**config.mk**
```make
export PLATFORM = sky130hd
export DESIGN_NAME = shift_unit
export DESIGN_NICKNAME = d
export VERILOG_FILES = /design/src/rtl/shift_pkg.sv /design/src/rtl/shift_stage.sv /design/src/rtl/shift_unit.sv
export SDC_FILE = /design/constraint.sdc
export NUM_CORES = 1
export LEC_CHECK = 0
export BUFFER_PORTS_ARGS = -buffer_cell sky130_fd_sc_hd__buf_2
export CAP_MARGIN = 15
export CORE_UTILIZATION = 25
export DETAILED_ROUTE_END_ITERATION = 8
export SETUP_SLACK_MARGIN = 0.2
export SLEW_MARGIN = 0
export SYNTH_ARGS = -nofsm -noshare
export SYNTH_HDL_FRONTEND = slang
export SYNTH_SLANG_ARGS = --single-unit
```
**constraint.sdc**
```tcl
create_clock -name clk -period 2.5 [get_ports clk]
set_input_delay 0.125 -clock clk [delete_from_list [all_inputs] [get_ports clk]]
set_output_delay 0.125 -clock clk [all_outputs]
set_load 0.05 [all_outputs]
```
**src/rtl/shift_pkg.sv**
```systemverilog
// Shared encodings and helpers for the pipelined shifter (shift_unit / shift_stage).
package shift_pkg;

    localparam int MODE_W   = 3;
    localparam int SH_MAX_W = 64;

    typedef enum logic [MODE_W-1:0] {
        SH_SLL = 3'b000,
        SH_SRL = 3'b001,
        SH_SRA = 3'b010,
        SH_ROR = 3'b011,
        SH_ROL = 3'b100
    } shift_mode_e;

    // Every mode is reduced to one of these right-direction operations at entry.
    typedef enum logic [1:0] {
        K_PASS = 2'd0,
        K_SHR  = 2'd1,
        K_ROR  = 2'd2
    } op_kind_e;

    // Reverse the low n bits of d; result lands in the low n bits.
    function automatic logic [SH_MAX_W-1:0] bit_rev(input logic [SH_MAX_W-1:0] d, input int n);
        logic [SH_MAX_W-1:0] r;
        r = {<<{d}};
        return r >> (SH_MAX_W - n);
    endfunction

endpackage

```
**src/rtl/shift_stage.sv**
```systemverilog
// One elastic stage of the shifter: conditional right shift/rotate by STEP, then register.
// SHIFT_FLAGS_EN adds the carry bit to the stage payload.
module shift_stage
    import shift_pkg::*;
#(
    parameter int WIDTH = 8,
    parameter int STEP  = 1,
    parameter int AMT_W = $clog2(WIDTH) + 1
) (
    input  logic             clk,
    input  logic             reset_n,
    input  logic             in_valid,
    output logic             in_ready,
    input  logic [WIDTH-1:0] in_data,
    input  logic [AMT_W-1:0] in_amt,
    input  op_kind_e         in_kind,
    input  logic             in_fill,
    input  logic             in_rev,
`ifdef SHIFT_FLAGS_EN
    input  logic             in_carry,
    output logic             out_carry,
`endif
    output logic             out_valid,
    input  logic             out_ready,
    output logic [WIDTH-1:0] out_data,
    output logic [AMT_W-1:0] out_amt,
    output op_kind_e         out_kind,
    output logic             out_fill,
    output logic             out_rev
);

    // STEP == WIDTH is the "shift by >= WIDTH" stage, indexed by the amount MSB.
    localparam int BIT = $clog2(STEP);

    logic [WIDTH-1:0] sh_data;

    generate
        if (STEP >= WIDTH) begin : g_full
            // A full-width rotate is the identity, so only shifts act here.
            always_comb begin
                sh_data = in_data;
                if (in_amt[BIT] && in_kind == K_SHR)
                    sh_data = {WIDTH{in_fill}};
            end
        end else begin : g_part
            always_comb begin
                sh_data = in_data;
                if (in_amt[BIT]) begin
                    case (in_kind)
                        K_SHR:   sh_data = {{STEP{in_fill}}, in_data[WIDTH-1:STEP]};
                        K_ROR:   sh_data = {in_data[STEP-1:0], in_data[WIDTH-1:STEP]};
                        default: sh_data = in_data;
                    endcase
                end
            end
        end
    endgenerate

    assign in_ready = !out_valid || out_ready;

    always_ff @(posedge clk or negedge reset_n) begin
        if (!reset_n) begin
            out_valid <= 1'b0;
            out_data  <= '0;
            out_amt   <= '0;
            out_kind  <= K_PASS;
            out_fill  <= 1'b0;
            out_rev   <= 1'b0;
        end else if (in_ready) begin
            out_valid <= in_valid;
            if (in_valid) begin
                out_data <= sh_data;
                out_amt  <= in_amt;
                out_kind <= in_kind;
                out_fill <= in_fill;
                out_rev  <= in_rev;
            end
        end
    end

`ifdef SHIFT_FLAGS_EN
    // Last bit leaving the low end: in_data[STEP-1], or the MSB for the full-width shift.
    localparam int TAP = (STEP >= WIDTH) ? WIDTH - 1 : STEP - 1;

    logic sh_carry;

    always_comb begin
        sh_carry = in_carry;
        if (in_amt[BIT] && (in_kind == K_SHR || (in_kind == K_ROR && STEP < WIDTH)))
            sh_carry = in_data[TAP];
    end

    always_ff @(posedge clk or negedge reset_n) begin
        if (!reset_n)
            out_carry <= 1'b0;
        else if (in_ready && in_valid)
            out_carry <= sh_carry;
    end
`endif

endmodule

```
**src/rtl/shift_unit.sv**
```systemverilog
// Pipelined barrel shifter/rotator (SLL/SRL/SRA/ROR/ROL), one elastic stage per amount bit.
// Define SHIFT_FLAGS_EN to add the out_zero/out_carry flag outputs.
module shift_unit
    import shift_pkg::*;
#(
    parameter int WIDTH = 8,
    parameter int AMT_W = $clog2(WIDTH) + 1
) (
    input  logic             clk,
    input  logic             reset_n,
    input  logic             in_valid,
    output logic             in_ready,
    input  logic [WIDTH-1:0] indata,
    input  logic [AMT_W-1:0] amount,
    input  logic [2:0]       mode,
    output logic             out_valid,
    input  logic             out_ready,
`ifdef SHIFT_FLAGS_EN
    output logic             out_zero,
    output logic             out_carry,
`endif
    output logic [WIDTH-1:0] outdata
);

    // Index 0 is the entry side, index k+1 the registered output of stage k.
    logic [AMT_W:0]             vld_pipe;
    logic [AMT_W:0]             rdy_pipe;
    logic [AMT_W:0][WIDTH-1:0]  dat_pipe;
    logic [AMT_W:0][AMT_W-1:0]  amt_pipe;
    logic [AMT_W:0]             fill_pipe;
    logic [AMT_W:0]             rev_pipe;
    op_kind_e                   kind_pipe [AMT_W+1];
`ifdef SHIFT_FLAGS_EN
    logic [AMT_W:0]             carry_pipe;
`endif

    // Left ops run as right ops on the bit-reversed operand.
    always_comb begin
        kind_pipe[0] = K_PASS;
        rev_pipe[0]  = 1'b0;
        case (mode)
            SH_SLL:  begin kind_pipe[0] = K_SHR; rev_pipe[0] = 1'b1; end
            SH_SRL:  kind_pipe[0] = K_SHR;
            SH_SRA:  kind_pipe[0] = K_SHR;
            SH_ROR:  kind_pipe[0] = K_ROR;
            SH_ROL:  begin kind_pipe[0] = K_ROR; rev_pipe[0] = 1'b1; end
            default: kind_pipe[0] = K_PASS;
        endcase
    end

    assign vld_pipe[0]  = in_valid;
    assign in_ready     = rdy_pipe[0];
    assign dat_pipe[0]  = rev_pipe[0] ? WIDTH'(bit_rev(SH_MAX_W'(indata), WIDTH)) : indata;
    assign amt_pipe[0]  = amount;
    assign fill_pipe[0] = (mode == SH_SRA) && indata[WIDTH-1];
`ifdef SHIFT_FLAGS_EN
    assign carry_pipe[0] = 1'b0;
`endif

    generate
        for (genvar k = 0; k < AMT_W; k++) begin : g_stage
            shift_stage #(
                .WIDTH (WIDTH),
                .STEP  ((k == AMT_W - 1) ? WIDTH : (1 << k)),
                .AMT_W (AMT_W)
            ) u_stage (
                .clk       (clk),
                .reset_n   (reset_n),
                .in_valid  (vld_pipe[k]),
                .in_ready  (rdy_pipe[k]),
                .in_data   (dat_pipe[k]),
                .in_amt    (amt_pipe[k]),
                .in_kind   (kind_pipe[k]),
                .in_fill   (fill_pipe[k]),
                .in_rev    (rev_pipe[k]),
`ifdef SHIFT_FLAGS_EN
                .in_carry  (carry_pipe[k]),
                .out_carry (carry_pipe[k+1]),
`endif
                .out_valid (vld_pipe[k+1]),
                .out_ready (rdy_pipe[k+1]),
                .out_data  (dat_pipe[k+1]),
                .out_amt   (amt_pipe[k+1]),
                .out_kind  (kind_pipe[k+1]),
                .out_fill  (fill_pipe[k+1]),
                .out_rev   (rev_pipe[k+1])
            );
        end
    endgenerate

    assign rdy_pipe[AMT_W] = out_ready;
    assign out_valid       = vld_pipe[AMT_W];
    assign outdata         = rev_pipe[AMT_W] ? WIDTH'(bit_rev(SH_MAX_W'(dat_pipe[AMT_W]), WIDTH))
                                             : dat_pipe[AMT_W];

`ifdef SHIFT_FLAGS_EN
    assign out_zero  = vld_pipe[AMT_W] && (outdata == '0);
    assign out_carry = carry_pipe[AMT_W];
`endif

    // Control fields of the last stage have no consumer beyond the pipe.
    logic unused_tail;
    assign unused_tail = ^{amt_pipe[AMT_W], kind_pipe[AMT_W], fill_pipe[AMT_W]};

endmodule
```
==> results of run 1 <==
## state kept, by name (all words and copies together), names as in the netlist
signal                     flops
g_stage.u_stage.out_fill       3
g_stage.u_stage.out_amt        6
g_stage.u_stage.out_data      32
g_stage.u_stage.out_kind       6
g_stage.u_stage.out_rev        4
g_stage.u_stage.out_valid      4
## final timing paths
path                                                 from                              to  slack (ns)
max                        g_stage[0].u_stage.out_kind[0]  g_stage[1].u_stage.out_data[4]        0.70
min                                             amount[1]   g_stage[0].u_stage.out_amt[1]        0.05
max reg2reg                g_stage[0].u_stage.out_kind[0]  g_stage[1].u_stage.out_data[4]        0.70
min reg2reg                g_stage[2].u_stage.out_data[3]  g_stage[2].u_stage.out_data[3]        0.49
max in group asynchronous                         reset_n  g_stage[0].u_stage.out_data[6]        1.82
min in group asynchronous                         reset_n    g_stage[3].u_stage.out_valid        0.13
## worst register-to-register path: stages (launching register included)
cell and delay, ns:
dfrtp_1 0.40, inv_1 0.07, ha_1 0.31, nand2b_1 0.28, nor2_1 0.35, a22oi_1 0.12, o21ai_0 0.18
## layout make-up
class                      count  area [µm²]  share of cell area
sequential                    55        1380               0.442
multi-input combinational    185        1220               0.391
timing repair buffer          33         180              0.0578
tap                          136         170              0.0546
clock buffer                   5        68.8              0.0221
clock inverter                 3        67.6              0.0217
inverter                       9        33.8              0.0108
## per-stage QoR
stage                     instances  hold slack (ns)
after floorplan                 259           -0.171
after global placement          417          -0.0829
after detailed placement        417          -0.0810
after CTS                       426           0.0396
after global routing            426           0.0392
final                           426           0.0454
## metal layers
metal	GRT usage	wire (µm)	vias up
li1	-	-	976
met1	0.129	2490	852
met2	0.160	2210	30
met3	0.0204	169	2
met4	0.0288	23	0
met5	0	0	-
## cells by family (layout without fill, tap and decap cells)
family,count (synthesis),after routing,synth area share
AOI/OAI and AO/OA,79,79,0.185
adders and majority gates,7,7,0.0326
buffers and inverters,19,50,0.0340
DFF,55,55,0.512
muxes,28,28,0.115
and+or+nand+nor,71,71,0.121
## placed cells by master, fill, tap and decap left out, types with 6 or more instances in the layout
cell and count:
dfrtp_1 55, a22oi_1 10, ha_1 7, nand2b_1 7, nor2_1 10, buf_2 28, mux2_2 20, o21ai_1 6
inv_1 9, nand2_1 45, o21ai_0 29, mux2i_1 7, a21oi_1 15
## power breakdown
part           internal [mW]  switching [mW]  total (mW)
Combinational          0.365           0.619       0.984
Sequential              1.13           0.187        1.32
Clock                  0.399           0.288       0.687
Total                   1.90            1.09        2.99
==> key figures, run 1 <==
Critical path
  • CP max stage delay: 0.40 ns
  • Stages on the worst setup path: 6
  • CP Class: reg2reg
  • CP max stage cell: dfrtp_1
  • Crit path cell chain: inv_1, ha_1, nand2b_1, nor2_1, a22oi_1, o21ai_0
  • Required @ worst endpoint: 2.72 ns
  • Startpoint Class: flip-flop
  • Crit-path max FO: 9
  • CP bufs+invs: 1
  • Crit-path leading delay family: simple AND/OR/NAND/NOR gates
  • Reg2Reg Depth: 6
  • WP data arrival: 2.01 ns
  • CP Capture Type: flip-flop

Clocking
  • Number of setup buffers added after CTS: 0
  • Post_cts resized: 0
  • TritonCTS buffer count: 5
  • Clock sinks: 55
  • CTS Hold Bufs: 1
  • TritonCTS clock tree: built
  • Clock Path Buffers: 2
  • H-tree level count: 2
  • Worst-path clk slew: 0.09 ns
  • Clock latency on the worst-skew pair: 0.31 ns
  • Root Buffer Master: clkbuf_8

Global route
  • First-pass GRT wire length: 8.98 mm
  • GRT Util Overall: 0.0977
  • Initial antenna violation count: 0
  • Vias in the first global route: 1907
  • Pin count of the biggest net entering global routing: 32
  • GRT overflow: 0

Place
  • Port bufs: 28
  • Placer congestion estimate: 0.762
  • Placed wire-length estimate: 3.75 mm
  • Placed cell areas: 2970 µm²
  • Pre-CTS WS: 0.508 ns

Timing
  • RSZ-0062 raised after global routing: false
  • Worst setup margin: 0.705 ns
  • Min Clock Period, post-route: 1.80 ns
  • Final hold vios: 0
  • Final worst-path cycle share: 0.718
  • Maximum operating frequency: 0.557 GHz
  • Finish-stage setup viols: 0
  • Clock skew: 0.00669 ns
  • Worst Max-Slew Pin Slew: 0.675 ns
  • Slew margin rel.: 0.549
  • Setup TNS Final: 0 ns
  • Final Slew Violations: 0

Cells and area
  • Final instance area: 3120 µm²
  • P&R area growth vs syn: 16.0%
  • Final #Nets: 315
  • Fin util: 0.301
  • Ratio of cells with drive above 1 in the final layout: 0.238
  • # fillers: 1110
  • ANT cells: 0

Synth
  • Cell Area, Synth: 2690 µm²
  • YS warnings: 0
  • Avg Inst Size Synth: 10.4 µm²
  • Post-synthesis cell count: 259
  • Synth cell count leaders: 55 x dfrtp_1, 45 x nand2_1, 29 x o21ai_0
  • Asr flop ratio synth: 1.00
  • Synth top area cells: dfrtp_1 51%, mux2_2 8.4%, nand2_1 6.3%
  • Syn_nets: 285
  • Most common cell in the netlist: dfrtp_1
  • Yosys top cell by area: dfrtp_1
  • Post-synthesis sequential area ratio: 0.512
  • Post-synth top area share: 0.512
  • Yosys cell types: 33
  • Synth Flop Type: dfrtp_1
  • Post-synth EDFFs: 0
  • Seq cells post-synth: 55

Power
  • Total power: 2.99 mW
  • Lkg Pwr: 1.37 nW
  • VDD IR-drop max: 0.603 mV
  • PD cells: 960 nW/µm²

Route
  • Drt total wl: 4.90 mm
  • Avg Vias per Cell: 4.37
  • Drt first-iter violations: 65
  • WL/cell: 11.5 µm
  • Drt pass-1 iters: 4
  • DRT antenna net count: 0
  • DRC Markers: 0
  • Via count: 1860

Die
  • Core Area: 10400 µm²
  • DIE AREA: 11200 µm²
  • Die X-Extent: 106 µm
  • # rows: 37
  • Die Y: 106 µm
  • Io pins: 29
  • Initial Utilization: 0.259

Worst hold path
  • Hold Path Stages: 2
  • HP Class: in2reg

Status
  • Status: finished clean

Run
  • MaxCap Viol Count: 0
Power figures use the tool's default switching activity.
==> inputs of run 2 (changes only) <==
clock period = 1.76 ns   (was 2.5 ns; I/O delays follow)
==> run 2 against run 1 <==
Via count grew 3.4%. Count of clock-buffer cells in the layout did not move. Hold slack got worse by 0.030 ns. Clock skew hardly changed. Critical path depth fell by 3. Total power is 41% higher.
==> key figures, run 2 (synthesized netlist as in run 1, its figures left out) <==
Die
  • Die X-Extent: 106 µm (unchanged)
  • Die Y: 106 µm (unchanged)
  • Initial Utilization: 0.259 (unchanged)
  • DIE AREA: 11200 µm² (unchanged)
  • Io pins: 29 (unchanged)
  • Core Area: 10400 µm² (unchanged)
  • # rows: 37 (unchanged)

Cells and area
  • Final #Nets: 328 (+4.1%)
  • P&R area growth vs syn: 22.0%
  • # fillers: 1112 (+0.18%)
  • Commonest cells after routing, fill and taps aside: 53 x dfrtp_1, 44 x nand2_1, 27 x buf_2
  • ANT cells: 0 (unchanged)
  • Top reg by flops: g_stage.u_stage.out_data
  • Ratio of cells with drive above 1 in the final layout: 0.311 (+0.0733)
  • Max reg flops: 32 (unchanged)
  • Final instance area: 3280 µm² (+5.2%)
  • Commonest non-fill, non-tap cell in the layout: dfrtp_1
  • Biggest regs: g_stage.u_stage.out_data (32), g_stage.u_stage.out_amt (6), g_stage.u_stage.out_kind (6)

Place
  • Placed cell areas: 3050 µm² (+2.7%)
  • Placer congestion estimate: 0.784 (+2.9%)
  • Placed wire-length estimate: 3.71 mm (-1.0%)
  • Port bufs: 28 (unchanged)

Global route
  • Vias in the first global route: 1945 (+2.0%)
  • Initial antenna violation count: 0 (unchanged)
  • First-pass GRT wire length: 8.87 mm (-1.2%)
  • Pin count of the biggest net entering global routing: 31 (-3.1%)
  • GRT Util Overall: 0.0961 (-0.00154)
  • GRT overflow: 0 (unchanged)

Timing
  • Min Clock Period, post-route: 1.51 ns
  • Final worst-path cycle share: 0.858
  • Maximum operating frequency: 0.662 GHz
  • Final hold vios: 0 (unchanged)
  • Worst Max-Slew Pin Slew: 0.627 ns (-0.0478 ns)
  • Setup TNS Final: 0 ns (unchanged)
  • Hold slack final: 0.0157 ns (-0.0297 ns)
  • RSZ-0062 raised after global routing: true
  • Clock skew: 0.00671 ns (+0.0000189 ns)
  • Slew margin rel.: 0.582 (+0.0330)
  • Final Slew Violations: 0 (unchanged)
  • Finish-stage setup viols: 0 (unchanged)

Route
  • Drt pass-1 iters: 4 (unchanged)
  • Drt first-iter violations: 52 (-20%)
  • DRT antenna net count: 0 (unchanged)
  • WL/cell: 11.2 µm (-2.6%)
  • DRC Markers: 0 (unchanged)
  • Avg Vias per Cell: 4.39 (+0.55%)
  • Via count: 1923 (+3.4%)
  • Drt total wl: 4.90 mm (+0.14%)

Critical path
  • Required @ worst endpoint: 1.67 ns (-1.05 ns)
  • CP Class: reg2out
  • CP Capture Type: output pin
  • Reg2reg setup slack: 0.28 ns (-0.42 ns)
  • Startpoint Class: flip-flop
  • WP data arrival: 1.42 ns (-0.59 ns)
  • Crit-path max FO: 4 (-5)

Status
  • Status: finished clean

Power
  • Total power: 4.21 mW (+41%)
  • Lkg Pwr: 1.45 nW (+5.6%)
  • PD cells: 1280 nW/µm² (+34%)
  • VDD IR-drop max: 0.795 mV (+32%)

Worst hold path
  • HP Class: in2reg

Clocking
  • TritonCTS buffer count: 5 (unchanged)
  • H-tree level count: 2 (unchanged)
  • Root Buffer Master: clkbuf_8
  • Clock latency on the worst-skew pair: 0.30 ns (about the same)
  • Clock Path Buffers: 2 (unchanged)
  • Clock sinks: 55 (unchanged)
  • Worst-path clk slew: 0.09 ns (about the same)
  • TritonCTS clock tree: built

Run
  • MaxCap Viol Count: 0 (unchanged)
## run 2: cell types whose count changed in the layout (fill, tap and decap cells not counted), moves of 3 or more
cell     previous run  this run
buf_4               4        15
a22oi_1            10         7
o21ai_0            29        26
a22oi_2             0         3
nor2_1             10         7
## run 2: layout make-up
type | count | area, µm² | area share
multi-input cells | 185 | 1280 | 0.390
flip-flops and latches | 55 | 1380 | 0.421
clock inverters | 2 | 37.5 | 0.0115
well taps | 136 | 170 | 0.0519
repair buffers | 46 | 309 | 0.0943
inverters | 9 | 33.8 | 0.0103
clock buffers | 5 | 68.8 | 0.0210
## run 2: layer usage
metal | wire length [µm] | vias up | part of all wire | track usage
li1 | - | 995 | - | -
met5 | 0 | - | 0 | 0
met3 | 151 | 7 | 0.031 | 0.0186
met1 | 2460 | 890 | 0.50 | 0.130
met4 | 28 | 0 | 0.0057 | 0.0179
met2 | 2260 | 31 | 0.46 | 0.161
## run 2: metrics by stage
stage	worst slack, ns	utilization	cells
2_1_floorplan	0.207	-	259
3_3_place_gp	0.214	0.294	425
3_5_place_dp	0.131	0.294	425
4_1_cts	0.197	0.306	433
5_1_grt	0.167	0.316	438
6_report	0.251	0.316	438
## run 2: path summary, 6_finish.rpt
check                                               startpoint                        endpoint  depth (start not counted)
worst min-delay path                                 amount[2]   g_stage[0].u_stage.out_amt[2]                          2
worst min register to register  g_stage[2].u_stage.out_kind[1]  g_stage[2].u_stage.out_kind[1]                          2
worst max register to register  g_stage[0].u_stage.out_kind[0]  g_stage[1].u_stage.out_data[7]                          6
worst max-delay path              g_stage[1].u_stage.out_valid                        in_ready                          3
min in group asynchronous                              reset_n  g_stage[3].u_stage.out_data[2]                          2
max in group asynchronous                              reset_n  g_stage[0].u_stage.out_kind[1]                          3
## run 2: critical path, cell delays in order, from the launching register on
cell and delay [ns]:
dfrtp_1 0.38, nand4b_1 0.25, or2_4 0.34, buf_6 0.15
## run 2: power breakdown
part           switching (mW)  total, mW  internal, mW
Combinational           0.910       1.52         0.607
Sequential              0.279       1.89          1.61
Clock                   0.386      0.802         0.416
Total                    1.58       4.21          2.64
## run 2: repair_timing
item,in CTS,in global routing
hold endpoints to repair,25,0
buffers inserted,0,5
resized for setup,4,16
endpoints found under the setup margin,11,45
hold buffers,1,0
pin swaps,1,6
==> inputs of run 3 (changes only) <==
CELL_PAD_IN_SITES_DETAIL_PLACEMENT = 0   (was not set)
CELL_PAD_IN_SITES_GLOBAL_PLACEMENT = 1   (was not set)
PLACE_DENSITY_LB_ADDON = 0.1   (was not set)
==> run 3 against run 2 <==
Combinational power barely moved. Clock skew rose by 0.015 ns. Sequential cell count did not move. Clock power fell by 4.5%. Die area did not move. Critical path depth did not move. Non-clock buffer count rose by 5. Global-route usage rose by 0.97 points. Sequential power barely moved. Critical path type unchanged.
==> key figures, run 3 (synthesized netlist as in run 1, its figures left out) <==
Status
  • Status: finished clean

Die
  • # rows: 37 (unchanged)
  • Die Y: 106 µm (unchanged)
  • Initial Utilization: 0.259 (unchanged)
  • DIE AREA: 11200 µm² (unchanged)
  • Io pins: 29 (unchanged)
  • Core Area: 10400 µm² (unchanged)
  • Die X-Extent: 106 µm (unchanged)

Critical path
  • Critical Path Start: g_stage[3].u_stage.out_valid
  • WP data arrival: 1.47 ns (+0.05 ns)
  • Startpoint Class: flip-flop
  • Crit path cell chain: nand4b_1, or2_2, buf_2
  • Reg-to-reg critical path startpoint: g_stage[3].u_stage.out_valid
  • Required @ worst endpoint: 1.67 ns (about the same)
  • CP bufs+invs: 1 (unchanged)
  • CP Class: reg2out
  • CP endpoint: in_ready
  • Worst R2R End: g_stage[0].u_stage.out_amt[1]
  • Crit-path leading delay family: simple AND/OR/NAND/NOR gates
  • CP max stage delay: 0.40 ns (+0.02 ns)
  • Stages on the worst setup path: 3 (unchanged)
  • Reg2reg setup slack: 0.21 ns (-0.07 ns)
  • CP max stage cell: dfrtp_2
  • Reg2Reg Depth: 5 (-1)
  • Crit-path max FO: 4 (unchanged)
  • CP Capture Type: output pin

Cells and area
  • Max reg flops: 32 (unchanged)
  • Multi-input logic area: 1290 µm² (+0.78%)
  • ANT cells: 0 (unchanged)
  • Biggest regs: g_stage.u_stage.out_data (32), g_stage.u_stage.out_amt (6), g_stage.u_stage.out_kind (6)
  • Commonest non-fill, non-tap cell in the layout: dfrtp_1
  • Reg area: 1380 µm² (unchanged)
  • # fillers: 1111 (-0.090%)
  • Final #Nets: 333 (+1.5%)
  • Fin cells: 444 (+1.4%)
  • Ratio of cells with drive above 1 in the final layout: 0.315 (+0.00368)
  • Commonest cells after routing, fill and taps aside: 53 x dfrtp_1, 45 x nand2_1, 28 x o21ai_0, 28 x buf_2, 17 x buf_4
  • Top reg by flops: g_stage.u_stage.out_data
  • P&R area growth vs syn: 23.6%

Clocking
  • TritonCTS clock tree: built
  • Root Buffer Master: clkbuf_8
  • TritonCTS buffer count: 5 (unchanged)
  • Clock latency on the worst-skew pair: 0.31 ns (about the same)
  • Clock sinks: 55 (unchanged)
  • Clock Path Buffers: 2 (unchanged)
  • Worst-path clk slew: 0.11 ns (+0.02 ns)
  • H-tree level count: 2 (unchanged)

Route
  • Met2 wire length: 2.62 mm (+16%)
  • Drt total wl: 5.54 mm (+13%)
  • Drt pass-1 iters: 4 (unchanged)
  • Top Layer Used: met4
  • Drt first-iter violations: 58 (+12%)
  • Met3 wire len: 127 µm (-16%)
  • Via count: 1972 (+2.5%)
  • DRT antenna net count: 0 (unchanged)
  • DRT met1 WL: 2.72 mm (+10%)
  • Avg Vias per Cell: 4.44 (+1.2%)
  • DRC Markers: 0 (unchanged)
  • WL/cell: 12.5 µm (+12%)

Global route
  • GRT Util Overall: 0.106 (+0.00970)
  • Pin count of the biggest net entering global routing: 56 (+81%)
  • Vias in the first global route: 1876 (-3.5%)
  • Initial antenna violation count: 0 (unchanged)
  • First-pass GRT wire length: 9.33 mm (+5.1%)
  • GRT overflow: 0 (unchanged)

Place
  • Placer congestion estimate: 0.700 (-11%)
  • Pre-CTS WS: 0.129 ns (-0.00171 ns)
  • Port bufs: 28 (unchanged)
  • Placed wire-length estimate: 4.14 mm (+11%)
  • Placed cells: 426 (+0.24%)

Timing
  • Min Clock Period, post-route: 1.56 ns (+0.0511 ns)
  • Slew margin rel.: 0.794 (+0.212)
  • Worst Max-Slew Pin Slew: 0.309 ns (-0.319 ns)
  • Final worst-path cycle share: 0.887 (+0.0291)
  • Clock skew: 0.0215 ns (+0.0148 ns)
  • Setup TNS Final: 0 ns (unchanged)
  • Final Slew Violations: 0 (unchanged)
  • Final hold vios: 0 (unchanged)
  • Finish-stage setup viols: 0 (unchanged)
  • RSZ-0062 raised after global routing: true
  • Maximum operating frequency: 0.641 GHz (-3.3%)
  • Worst setup margin: 0.199 ns (-0.0511 ns)
  • Hold slack final: 0.0201 ns (+0.00438 ns)

Power
  • PD cells: 1260 nW/µm² (-1.7%)
  • Lkg Pwr: 1.48 nW (+2.2%)
  • VDD IR-drop max: 0.593 mV (-25%)
  • Total power: 4.19 mW (-0.41%)

Worst hold path
  • Hold_sp: in_valid
  • HP Class: in2reg

Run
  • MaxCap Viol Count: 0 (unchanged)
[run 3: cell count changes in the layout (fill, tap and decap cells not counted), sizes merged]
cell and delta:
dlygate4sd3 +3, buf +2, inv +2, bufinv -1, clkbuf +1, clkinvlp -1
[run 3: worst min path at each step]
stage | slack (ns) | endpoint | cells after the start
floorplan | -0.21 | g_stage[0].u_stage.out_amt[1] | 0
global placement | 0.12 | g_stage[3].u_stage.out_data[6] | 2
detailed placement | 0.12 | g_stage[3].u_stage.out_data[6] | 2
CTS | 0.009 | g_stage[0].u_stage.out_valid | 2
global route | 0.01 | g_stage[0].u_stage.out_valid | 2
finish | 0.02 | g_stage[0].u_stage.out_valid | 2
[run 3: per-layer routing]
layer  GRT usage  up-vias
li1            -     1010
met2       0.173       27
met5           0        -
met4      0.0327        0
met1       0.141      930
met3      0.0204        5
[run 3: report_power, final]
part           internal, mW  switching [mW]
registers              1.61           0.287
clock network         0.331           0.435
logic                 0.616           0.913
[run 3: through the flow]
stage | instance area [µm²] | util
after floorplan | 2700 | -
after global placement | 3060 | 0.295
after detailed placement | 3060 | 0.295
after CTS | 3210 | 0.310
after global routing | 3320 | 0.320
final | 3320 | 0.320
[run 3: final cells by class]
class	count	area share
Clock buffer	6	0.0249
Tap cell	136	0.0512
Timing Repair Buffer	51	0.105
Inverter	9	0.0102
Sequential cell	55	0.415
Clock inverter	2	0.00528
Multi-Input combinational cell	185	0.388
[run 3: repair_timing]
action                                  in CTS  in global routing
hold buffers                                 4                  0
endpoints found under the setup margin      19                 30
setup buffers                                1                  5
pin swaps                                    0                  3
resized for setup                            3                 15
endpoints found under the hold margin       58                  0
[run 3: worst register-to-register path, cell delays in order (launching register included)]
cell and delay [ns]:
dfrtp_2 0.40, nand4b_1 0.20, buf_4 0.21, o21ai_4 0.20, buf_12 0.15, mux2_4 0.29
